==> config.mk <==
export PLATFORM = sky130hd
export DESIGN_NAME = isochronous_hs_rr_arbiter
export DESIGN_NICKNAME = d
export VERILOG_FILES = /design/src/rtl/isochronous_hs_arb_pkg.sv /design/src/rtl/isochronous_hs_rr_pick.sv /design/src/rtl/isochronous_hs_rr_arbiter.sv
export SDC_FILE = /design/constraint.sdc
export NUM_CORES = 1
export LEC_CHECK = 0
export ABC_AREA = 1
export CORE_AREA = 2 2 39 41
export DETAILED_ROUTE_END_ITERATION = 7
export DIE_AREA = 0 0 41 43
export GPL_ROUTABILITY_DRIVEN = 0
export HOLD_SLACK_MARGIN = 0.05
export PLACE_DENSITY = 0.69
export SLEW_MARGIN = 30
export SYNTH_ARGS = -nofsm -noshare
export SYNTH_HDL_FRONTEND = slang
export SYNTH_SLANG_ARGS = --single-unit
==> constraint.sdc <==
create_clock -name clk_i -period 1.55 [get_ports clk_i]
set_clock_uncertainty 0.05 [all_clocks]
set_input_delay 0.2325 -clock clk_i [delete_from_list [all_inputs] [get_ports clk_i]]
set_output_delay 0.2325 -clock clk_i [all_outputs]
set_load 0.05 [all_outputs]
==> src/rtl/isochronous_hs_arb_pkg.sv <==
// Shared types and helpers for the isochronous handshake round-robin arbiter.
package isochronous_hs_arb_pkg;

    // Arbiter FSM: IDLE picks a requester, LOCKED holds the grant until accepted.
    typedef enum logic [0:0] {
        ARB_IDLE   = 1'b0,
        ARB_LOCKED = 1'b1
    } arb_state_e;

    // Index width for n requesters; a single requester still gets a 1-bit index.
    function automatic int idx_width(input int n);
        return (n > 1) ? $clog2(n) : 1;
    endfunction

endpackage

==> src/rtl/isochronous_hs_rr_pick.sv <==
// Combinational rotate-priority encoder: first set request at or after ptr,
// wrapping modulo NumReq.
module isochronous_hs_rr_pick
    import isochronous_hs_arb_pkg::*;
#(
    parameter  int NumReq   = 4,
    localparam int IdxWidth = idx_width(NumReq)
) (
    input  logic [NumReq-1:0]   req,
    input  logic [IdxWidth-1:0] ptr,
    output logic [IdxWidth-1:0] idx,
    output logic                any
);

    localparam logic [IdxWidth:0] NUM_REQ_W = (IdxWidth+1)'(NumReq);

    logic [2*NumReq-1:0] req_dbl;
    logic [NumReq-1:0]   req_rot;
    logic [IdxWidth-1:0] off;
    logic [IdxWidth:0]   sum;

    // Rotate so that bit 0 of req_rot is the requester sitting at ptr.
    assign req_dbl = {req, req} >> ptr;
    assign req_rot = req_dbl[NumReq-1:0];
    assign any     = |req;

    // Lowest set offset in the rotated vector wins; scan downwards so it lands last.
    always_comb begin
        off = '0;
        for (int k = NumReq - 1; k >= 0; k--) begin
            if (req_rot[k]) begin
                off = IdxWidth'(k);
            end
        end
    end

    // Undo the rotation: ptr + off folded back into 0..NumReq-1.
    always_comb begin
        sum = {1'b0, ptr} + {1'b0, off};
        if (sum >= NUM_REQ_W) begin
            sum = sum - NUM_REQ_W;
        end
        idx = sum[IdxWidth-1:0];
    end

endmodule

==> src/rtl/isochronous_hs_rr_arbiter.sv <==
// Round-robin arbiter in front of an isochronous 4-phase handshake source port.
// The grant is locked until the crossing accepts, so hs_valid_o/hs_idx_o stay
// stable as the crossing requires.
// Optional watchdog: define ISO_HS_ARB_TIMEOUT_EN to build the sticky timeout flag.
module isochronous_hs_rr_arbiter
    import isochronous_hs_arb_pkg::*;
#(
    parameter  int NumReq        = 4,
    parameter  int TimeoutCycles = 256,
    localparam int IdxWidth      = idx_width(NumReq)
) (
    input  logic                clk_i,
    input  logic                rst_ni,
    input  logic [NumReq-1:0]   req_valid_i,
    output logic [NumReq-1:0]   req_ready_o,
    output logic                hs_valid_o,
    input  logic                hs_ready_i,
    output logic [IdxWidth-1:0] hs_idx_o,
    output logic                busy_o,
    output logic                timeout_o
);

    localparam logic [IdxWidth-1:0] LAST_IDX = IdxWidth'(NumReq - 1);

    arb_state_e          state_reg, state_next;
    logic [IdxWidth-1:0] ptr_reg, ptr_next;
    logic [IdxWidth-1:0] idx_reg, idx_next;
    logic [IdxWidth-1:0] pick_idx;
    logic                pick_any;
    logic                locked;
    logic                xfer;

    isochronous_hs_rr_pick #(
        .NumReq (NumReq)
    ) u_pick (
        .req (req_valid_i),
        .ptr (ptr_reg),
        .idx (pick_idx),
        .any (pick_any)
    );

    assign locked = (state_reg == ARB_LOCKED);
    assign xfer   = locked && hs_ready_i;

    // Next-state logic: grant in IDLE, release and advance the pointer on transfer.
    always_comb begin
        state_next = state_reg;
        ptr_next   = ptr_reg;
        idx_next   = idx_reg;
        case (state_reg)
            ARB_IDLE: begin
                if (pick_any) begin
                    idx_next   = pick_idx;
                    state_next = ARB_LOCKED;
                end
            end
            ARB_LOCKED: begin
                if (hs_ready_i) begin
                    ptr_next   = (idx_reg == LAST_IDX) ? '0 : idx_reg + 1'b1;
                    state_next = ARB_IDLE;
                end
            end
            default: state_next = ARB_IDLE;
        endcase
    end

    // FSM, pointer and grant registers; reset drops any pending grant.
    always_ff @(posedge clk_i or negedge rst_ni) begin
        if (!rst_ni) begin
            state_reg <= ARB_IDLE;
            ptr_reg   <= '0;
            idx_reg   <= '0;
        end else begin
            state_reg <= state_next;
            ptr_reg   <= ptr_next;
            idx_reg   <= idx_next;
        end
    end

    assign hs_valid_o = locked;
    assign busy_o     = locked;
    assign hs_idx_o   = locked ? idx_reg : '0;

    // Only the granted requester sees ready, and only while the crossing accepts.
    for (genvar gi = 0; gi < NumReq; gi++) begin : g_ready
        assign req_ready_o[gi] = xfer && (idx_reg == IdxWidth'(gi));
    end

`ifdef ISO_HS_ARB_TIMEOUT_EN
    localparam int CntWidth = $clog2(TimeoutCycles + 1);
    localparam logic [CntWidth-1:0] CNT_MAX = CntWidth'(TimeoutCycles);

    logic [CntWidth-1:0] cnt_reg, cnt_next;
    logic                timeout_reg, timeout_next;

    // Count stalled LOCKED cycles, saturating; the flag is sticky until reset.
    always_comb begin
        cnt_next     = cnt_reg;
        timeout_next = timeout_reg;
        if (xfer) begin
            cnt_next = '0;
        end else if (locked && !hs_ready_i && (cnt_reg != CNT_MAX)) begin
            cnt_next = cnt_reg + 1'b1;
        end
        if (cnt_next == CNT_MAX) begin
            timeout_next = 1'b1;
        end
    end

    // Watchdog registers.
    always_ff @(posedge clk_i or negedge rst_ni) begin
        if (!rst_ni) begin
            cnt_reg     <= '0;
            timeout_reg <= 1'b0;
        end else begin
            cnt_reg     <= cnt_next;
            timeout_reg <= timeout_next;
        end
    end

    assign timeout_o = timeout_reg;
`else
    assign timeout_o = 1'b0;
`endif

`ifndef SYNTHESIS
    // A requester must hold valid until its grant is accepted.
    property p_req_held;
        @(posedge clk_i) disable iff (!rst_ni)
            locked |-> req_valid_i[idx_reg];
    endproperty
    a_req_held : assert property (p_req_held)
        else $error("requester %0d dropped valid while granted", idx_reg);
`endif

endmodule

# ---- After elaboration in Yosys (flattened, before gate mapping)
# Index checks and enable logic that the tools add are counted.
dict set report op_classes {
  div_mod_pow 0
  eq_ne 3
  mux 10
  bitwise_logic 1
  magnitude_cmp 1
  reduce_logical 9
  addsub 3
  mul 0
  shift 1
}
# cell count
set op_table {}
lappend op_table {{$mux 2} 7}
lappend op_table {{$shr 8x2->4} 1}
lappend op_table {{$logic_and 1x1->1} 5}
lappend op_table {{$eq 2x2->1 const B} 2}
lappend op_table {{$reduce_and 2->1} 2}
lappend op_table {{$reduce_or 4->1} 1}
lappend op_table {{$add 2x2->3} 1}
lappend op_table {{$ge 3x3->1 const B} 1}
lappend op_table {{$add 2x1->2 const B} 1}
lappend op_table {{$eq 2x1->1 const B} 1}
lappend op_table {{$logic_not 2->1} 1}
lappend op_table {{$mux 1} 2}
lappend op_table {{$pmux 1 s2} 1}
lappend op_table {{$sub 2x1->2 const B} 1}
lappend op_table {{$not 1->1} 1}
dict set report word_totals {
  memories 0
  ff_bits 5
  rom_bits 0
  mem_bits_rw 0
  inputBits 7
  latch_bits 0
}

# ---- Depth between registers and ports, before layout
# Gate-level depths: netlist of the first run.
dict set report depth {
  word_depth 8
  mapped_depth 12
  ltp_nobuf 12
}

# ---- By module
# Synthesis of the first run repeated with hierarchy kept, for this count alone.
dict set report unflattened {
  cells_unflattened 79
  area_unflattened_um2 488.0
}
# mod instances area_per_inst_um2 cells_each
set modules_own_cells {}
lappend modules_own_cells {isochronous_hs_rr_arbiter 1 320.3 44}
lappend modules_own_cells {isochronous_hs_rr_pick 1 167.7 35}

# ---- Worst setup path before layout of the first run
# Ideal clock, no wire load.
dict set report synth_path {
  kind {flip-flop to output port}
  from {register state_reg (netlist: busy_o)}
  to {output req_ready_o[0]}
  stages_incl_launch_ff 3
  t_required_ps 1267
  setup_slack_ps -293
  arrival_ps 1561
  path_cell_list {dfrtp_1 nand2_1 nor2_1}
}
dict set report synth_via {
  elab_chain_len 2
}
# item line
set synth_rtl {}
lappend synth_rtl {{from (decl)} isochronous_hs_rr_arbiter.sv:25} ;# arb_state_e state_reg, state_next;
lappend synth_rtl {{from (signal assigned)} isochronous_hs_rr_arbiter.sv:74} ;# state_reg <= state_next;
lappend synth_rtl {{$logic_and 1x1->1} isochronous_hs_rr_arbiter.sv:43} ;# assign xfer = locked && hs_ready_i;
lappend synth_rtl {{$logic_and 1x1->1} isochronous_hs_rr_arbiter.sv:86} ;# assign req_ready_o[gi] = xfer && (idx_reg == IdxWidth'(gi));
lappend synth_rtl {{to (decl)} isochronous_hs_rr_arbiter.sv:15} ;# output logic [NumReq-1:0] req_ready_o,
# Every way passes these cells.

# ---- Worst setup path in the final report of the first run
dict set report layout_path {
  from {register ptr_reg[0]}
  to {register idx_reg[1]}
}
dict set report layout_via {
  elab_chain_len 8
}
# item line
set layout_rtl {}
lappend layout_rtl {{from (decl)} isochronous_hs_rr_arbiter.sv:26} ;# logic [IdxWidth-1:0] ptr_reg, ptr_next;
lappend layout_rtl {{from (signal assigned)} isochronous_hs_rr_arbiter.sv:75} ;# ptr_reg <= ptr_next;
lappend layout_rtl {{$shr 8x2->4} isochronous_hs_rr_pick.sv:23} ;# assign req_dbl = {req, req} >> ptr;
lappend layout_rtl {{$mux 2 (4 in series)} isochronous_hs_rr_pick.sv:31} ;# if (req_rot[k]) begin
lappend layout_rtl {{$add 2x2->3 *} isochronous_hs_rr_pick.sv:39} ;# sum = {1'b0, ptr} + {1'b0, off};
lappend layout_rtl {{$ge 3x3->1 or $sub 2x1->2 (tied branches)} {isochronous_hs_rr_pick.sv:40, isochronous_hs_rr_pick.sv:41}}
lappend layout_rtl {{$mux 2 *} isochronous_hs_rr_pick.sv:40} ;# if (sum >= NUM_REQ_W) begin
lappend layout_rtl {{to (signal assigned)} isochronous_hs_rr_arbiter.sv:76} ;# idx_reg <= idx_next;
lappend layout_rtl {{to (decl)} isochronous_hs_rr_arbiter.sv:27} ;# logic [IdxWidth-1:0] idx_reg, idx_next;
# Mark *: on every way between the ends. The rest lies on a longest branch, timed or not.
# A chain may end at the register's enable or synchronous reset.

==> results of run 1 <==
what timing repair did:
item / in CTS / in global routing
setup buffers: 2 / 3
setup endpoints to repair: 4 / 5
resized for setup: 16 / 7
pin swaps: 6 / 5
critical path, cell delays in order (launching register included):
cell and delay [ns]:
sky130_fd_sc_hd__dfrtp_2 0.45, sky130_fd_sc_hd__inv_4 0.07, sky130_fd_sc_hd__nand2_2 0.07, sky130_fd_sc_hd__nand3_2 0.06, sky130_fd_sc_hd__nand2_2 0.09, sky130_fd_sc_hd__nand3_2 0.06, sky130_fd_sc_hd__a21boi_2 0.20, sky130_fd_sc_hd__ha_4 0.17
sky130_fd_sc_hd__xor2_2 0.15, sky130_fd_sc_hd__nand3_1 0.08, sky130_fd_sc_hd__nand3_1 0.07, sky130_fd_sc_hd__nand2_1 0.05
power groups by stage:
stage	registers, mW	clock network [mW]	logic (mW)
6_report	0.313	0.158	1.72
3_5_place_dp	0.316	0	1.43
2_1_floorplan	0.325	0	0.806
5_1_grt	0.323	0.165	1.86
4_1_cts	0.319	0.159	1.56
3_3_place_gp	0.313	0	1.40
area by class of cell:
cell class | instances | share of cell area [%]
Multi-Input combinational cell | 55 | 40.7
Timing Repair Buffer | 27 | 34.7
Sequential cell | 5 | 13.4
Inverter | 15 | 6.27
Clock buffer | 4 | 2.74
Tap cell | 16 | 2.09
synth_stat cells:
master                     number
sky130_fd_sc_hd__xor2_1         1
sky130_fd_sc_hd__dfrtp_1        5
sky130_fd_sc_hd__buf_4          2
sky130_fd_sc_hd__nand2_2        4
sky130_fd_sc_hd__conb_1         1
sky130_fd_sc_hd__o21ai_0        4
sky130_fd_sc_hd__clkinv_2       1
sky130_fd_sc_hd__a21boi_1       1
sky130_fd_sc_hd__nand2_1       21
sky130_fd_sc_hd__inv_2          2
sky130_fd_sc_hd__nand3_1       12
sky130_fd_sc_hd__ha_1           5
sky130_fd_sc_hd__inv_1         12
sky130_fd_sc_hd__nor2_1         6
routing by layer:
metal	share of wire [%]	wire length, µm	vias up
met5	0	0	-
met4	2.4	30	0
met3	4.2	53	3
met2	59	738	19
met1	34	431	253
li1	-	-	289
final timing paths:
check,end,slack (ns),depth (start not counted)
setup / recovery,idx_reg[1],-0.13,11
hold / removal,idx_reg[0],0.15,1
setup reg to reg,idx_reg[1],-0.13,11
hold reg to reg,idx_reg[1],0.55,2
max in group asynchronous,busy_o,1.08,1
min in group clk_i,busy_o,0.47,5
layout by cell type, fill, tap and decap left out, types with 3 or more instances in the layout:
cell type                         instances
sky130_fd_sc_hd__buf_12                   9
sky130_fd_sc_hd__buf_4                   12
sky130_fd_sc_hd__clkbuf_4                 3
sky130_fd_sc_hd__clkdlybuf4s50_1          5
sky130_fd_sc_hd__dfrtp_2                  3
sky130_fd_sc_hd__ha_1                     4
sky130_fd_sc_hd__inv_1                   10
sky130_fd_sc_hd__inv_2                    3
sky130_fd_sc_hd__nand2_1                 14
sky130_fd_sc_hd__nand2_2                 11
sky130_fd_sc_hd__nand3_1                  6
sky130_fd_sc_hd__nand3_2                  6
sky130_fd_sc_hd__nor2_4                   4
sky130_fd_sc_hd__o21ai_0                  4
stage by stage:
stage               util [%]  setup TNS (ns)  worst slack (ns)
detailed placement      59.0          -0.621            -0.420
floorplan                  -         -0.0244           -0.0244
finish                  69.3          -0.134            -0.134
global placement        59.0          -0.486            -0.344
CTS                     65.5          -0.138            -0.138
global route            69.3          -0.314            -0.257
kinds of logic (layout without fill, tap and decap cells):
kind of cell	count (synthesis)	count (layout)	share of synthesized area, %
other cells	1	1	0.770
xor+xnor	1	1	1.80
flops	5	5	25.7
fa+ha+maj	5	5	12.9
compound gates	5	5	5.66
buf+inv	17	46	14.9
simple gates	43	43	38.3
==> results.md, run 1 <==
- Run status: finished, violations left
- Violated checks: setup timing
- Number of I/O pins: 16
- Nets: 119
- Worst Path Max Fanout: 6
- Number of synthesized register bits: 5
- Yosys warning total: 0
- Leak: 0.484 nW
- Mean Syn Cell Area: 6.32 µm²
- Worst min-delay path class: in -> async
- Clock Tree Root: sky130_fd_sc_hd__clkbuf_4
- Comb pwr share: 78.5%
- Data required, critical path: 1.64 ns
- Maximum clock frequency: 594 MHz
- Multi-input logic area: 390 µm²
- Final wirelength: 1250 µm
- Launch point of the critical path: ptr_reg[0]
- Netlist area before placement: 487 µm²
- Data arrival time of the critical path: 1.77 ns
- Power dissipated by switching net loads: 1.07 mW
- FP Rows: 14
- Detailed-placement wirelength estimate: 895 µm
- Startpoint of the most critical register-to-register path: ptr_reg[0]
- Clock latency of the later-clocked register in the worst-skew pair: 0.25 ns
- Sequential fraction of design power: 14.3%
- Nature of the critical path startpoint: flip-flop
- Total clock sinks: 5
- Final standard cell area without fillers: 958 µm²
- Final Total Pwr: 2.19 mW
- Die area: 1760 µm²
- Syn_nets: 89
- Filler Cell Count: 109
- Maximum number of pins on one net before global-route repair: 7
- Detailed router's first-iteration violation count: 6
- Die height: 43 µm
- Area of the core region: 1380 µm²
- Dominant cells by area after synthesis: sky130_fd_sc_hd__dfrtp_1, sky130_fd_sc_hd__nand2_1, sky130_fd_sc_hd__ha_1
- Hold WS: 0.151 ns
- Met2 global-route usage: 30.6%
- Count of placed standard cells in the final layout, fillers left out: 122
- Switching share of power: 48.7%
- GRT Max-Usage Layer: met2
- Register Area: 129 µm²
- Number of I/O port buffers: 14
- Number of remaining DRC errors: 0
- Layout cells sized above 1: 52.8%
- Global-route wire length before repair: 1880 µm
- TritonCTS Buffers: 3
- Clock tree from TritonCTS: yes
- Fraction of the cycle the final worst path needs: 109%
- Final Critical Period: 1.68 ns
- Overall overflow remaining after global route: 0
- Sequential area share after synthesis: 25.7%
- Initial cell density of the core: 35.2%
- Number of distinct library cells after synthesis: 14
- Met1 layer usage reported by global route: 14.1%
- Synth Instances: 77
- Smallest setup slack after layout: -0.134 ns
- Drt first pass iters: 4
- Post-Place Cells: 113
- Post-detailed-route wirelength per cell: 10.3 µm
- Final Hold Violating Endpoints: 0
- Cell Pwr Density: 2290 nW/µm²
- Post-detailed-placement cell area: 816 µm²
- Via count of the first global-routing pass: 490
- Kind of critical path: reg -> reg
- Maximum vdd drop: 0.978 mV
- Setup violations, final: 1
- Antenna violations before repair: 0
- Diodes inserted: 0
- Design internal power: 1.13 mW
- Mean number of vias per cell: 4.62
- Area fraction of the dominant cell type after synthesis: 25.7%
- Max-cap violation count: 0
- GRT Overall Usage: 16.4%
- Clk pwr share: 7.2%
- Cell taking the most area after synthesis: sky130_fd_sc_hd__dfrtp_1
- Count of hold buffers inserted by post-cts repair: 0
- CP Capture Type: flip-flop
- Antenna viol nets, final: 0
- Vias post-DR: 564
- P&R area growth vs syn: 96.9%
- Post-CTS clock slew at the launch and capture registers of the worst setup and hold paths: 0.05 ns
- Unrepaired setup endpoints after global routing: true
- GR Util met3: 3.14%
- Max Root-Sink Buffers: 2
- Die W: 41 µm
- Final count of pins violating max slew: 0
- Number of H-tree levels: 1
(Power assumes the default switching activity.)
==> run 2, diff against run 1 <==
- CTS_CLUSTER_DIAMETER: not set -> 100
- SETUP_SLACK_MARGIN: not set -> 0.3
==> results.md, run 2 (synthesis gave the netlist of run 1 again) <==
- Run status: finished, violations left
- Violated checks: setup timing
- Unrepaired setup endpoints after global routing: true
- Nature of the critical path startpoint: flip-flop
- Detailed router's first-iteration violation count: 2 (-4)
- Clock tree from TritonCTS: yes
- Antenna viol nets, final: 0 (unchanged)
- Die W: 41 µm (unchanged)
- Number of H-tree levels: 1 (unchanged)
- Setup violations, final: 3 (+2)
- Max-cap violation count: 0 (unchanged)
- FP Rows: 14 (unchanged)
- Max Root-Sink Buffers: 2 (unchanged)
- Post-CTS clock slew at the launch and capture registers of the worst setup and hold paths: 0.05 ns (about the same)
- Initial cell density of the core: 35.2% (unchanged)
- Global-route wire length before repair: 2430 µm (+29%)
- Startpoint of the most critical register-to-register path: ptr_reg[0]
- Slowest library cell on the worst path: sky130_fd_sc_hd__dfrtp_2
- GRT Overall Usage: 19.8% (+3.4 points)
- Final Hold Violating Endpoints: 0 (unchanged)
- Detailed-placement wirelength estimate: 885 µm (-1.2%)
- Most common cell after layout, fill and taps aside: sky130_fd_sc_hd__nand2_1
- Post-Place Cells: 110 (-2.7%)
- Final count of pins violating max slew: 0 (unchanged)
- P&R area growth vs syn: 107%
- Data arrival time of the critical path: 1.74 ns (-0.03 ns)
- Die area: 1760 µm² (unchanged)
- Filler Cell Count: 95 (-13%)
- Buffers and inverters on the worst path: 1 (unchanged)
- Drt first pass iters: 5 (+1)
- Final standard cell area without fillers: 1010 µm² (+5.0%)
- Cell type group with the largest total delay on the critical path: flip-flops
- Count of placed standard cells in the final layout, fillers left out: 120 (-1.6%)
- Clock latency of the later-clocked register in the worst-skew pair: 0.25 ns (about the same)
- Maximum number of pins on one net before global-route repair: 7 (unchanged)
- Via count of the first global-routing pass: 546 (+11%)
- Final wirelength: 1380 µm (+10%)
- Commonest cells after routing, fill and taps aside: sky130_fd_sc_hd__nand2_1, sky130_fd_sc_hd__nand2_2, sky130_fd_sc_hd__buf_12, sky130_fd_sc_hd__buf_4
- Mean number of vias per cell: 4.89 (+5.8%)
- Number of I/O pins: 16 (unchanged)
- Total clock sinks: 5 (unchanged)
- Register Area: 130 µm² (+0.97%)
- Leak: 0.484 nW (about the same)
- Clock Tree Root: sky130_fd_sc_hd__clkbuf_4
- Post-detailed-route wirelength per cell: 11.5 µm (+12%)
- Worst Path Max Fanout: 6 (unchanged)
- Die height: 43 µm (unchanged)
- Final Critical Period: 1.67 ns (-0.0192 ns)
- Area of the core region: 1380 µm² (unchanged)
- Maximum vdd drop: 0.867 mV (-11%)
- Nets: 117 (-1.7%)
- Number of I/O port buffers: 14 (unchanged)
- Fraction of the cycle the final worst path needs: 107% (-1.2 points)
- Smallest setup slack after layout: -0.115 ns (+0.0192 ns)
- Count of hold buffers inserted by post-cts repair: 0 (unchanged)
- Antenna violations before repair: 0 (unchanged)
- Ordered cell list for the critical path: inv_4 -> nand2_2 -> nand3_2 -> nand3_2 -> a21boi_2 -> ha_2 -> xor2_2 -> nand3_1 -> nand3_1 -> nand2_1
- Worst min-delay path class: in -> async
- Cell Pwr Density: 2280 nW/µm² (-0.60%)
- Vias post-DR: 587 (+4.1%)
- Kind of critical path: reg -> reg
- Data required, critical path: 1.63 ns (about the same)
- TritonCTS Buffers: 3 (unchanged)
- Number of remaining DRC errors: 0 (unchanged)
- Post-detailed-placement cell area: 788 µm² (-3.4%)
- Diodes inserted: 0 (unchanged)
- CP Capture Type: flip-flop
- Maximum clock frequency: 601 MHz (+1.2%)
- Layout cells sized above 1: 63.5% (+11 points)
- Overall overflow remaining after global route: 0 (unchanged)
- Launch point of the critical path: ptr_reg[0]
- Multi-input logic area: 450 µm² (+15%)
- Stage delay of the slowest cell on the critical path: 0.46 ns (about the same)
run 2: cell types whose count changed in the layout (fill, tap and decap cells not counted), sizes merged:
cell	delta
buf	-2
clkdlybuf4s50	-2
dlygate4sd2	+2
run 2: path summary, 6_finish.rpt:
path                       cells past startpoint  slack [ns]         end
max                                           10       -0.12  idx_reg[1]
min                                            1        0.17  idx_reg[0]
min reg2reg                                    2        0.61  ptr_reg[1]
max in group asynchronous                      1        1.04      busy_o
min in group clk_i                             2        0.37      busy_o
max reg2reg                                   10       -0.12  idx_reg[1]
run 2: where the power goes:
| part | switching [mW] | internal [mW] |
|---|---|---|
| Sequential | 0.152 | 0.207 |
| Combinational | 0.942 | 0.833 |
| Clock | 0.0572 | 0.0976 |
run 2: through the flow:
| stage | power (mW) | hold slack (ns) | setup TNS, ns | worst slack, ns | utilization, % |
|---|---|---|---|---|---|
| detailed placement | 1.69 | 0.430 | -0.593 | -0.396 | 57.0 |
| CTS | 2.20 | 0.176 | -0.125 | -0.125 | 70.0 |
| global route | 2.47 | 0.189 | -0.401 | -0.219 | 72.7 |
| finish | 2.29 | 0.169 | -0.176 | -0.115 | 72.7 |
| floorplan | 1.14 | -0.113 | -0.0244 | -0.0244 | - |
| global placement | 1.66 | 0.422 | -0.429 | -0.297 | 57.0 |
run 2: final cells by class:
class	count	area share, %
multi-input cells	55	44.8
repair buffers	25	31.2
well taps	16	1.99
clock buffers	4	2.61
flip-flops and latches	5	12.9
inverters	15	6.47
run 2: per-layer routing:
layer  vias to the layer above  GRT usage, %  routed length, µm  share of wire [%]
met5                         -             0                  0                  0
met4                         0          7.33                 15                1.1
met3                         3          1.05                 66                4.8
met2                        24          35.3                806                 58
met1                       273          22.8                490                 36
li1                        287             -                  -                  -
run 2: what timing repair did:
item                                    CTS  global route
cloned                                    0             0
buffers inserted                          6             0
gates resized for setup                  40             7
pin swaps                                15             4
endpoints found under the setup margin    8             9
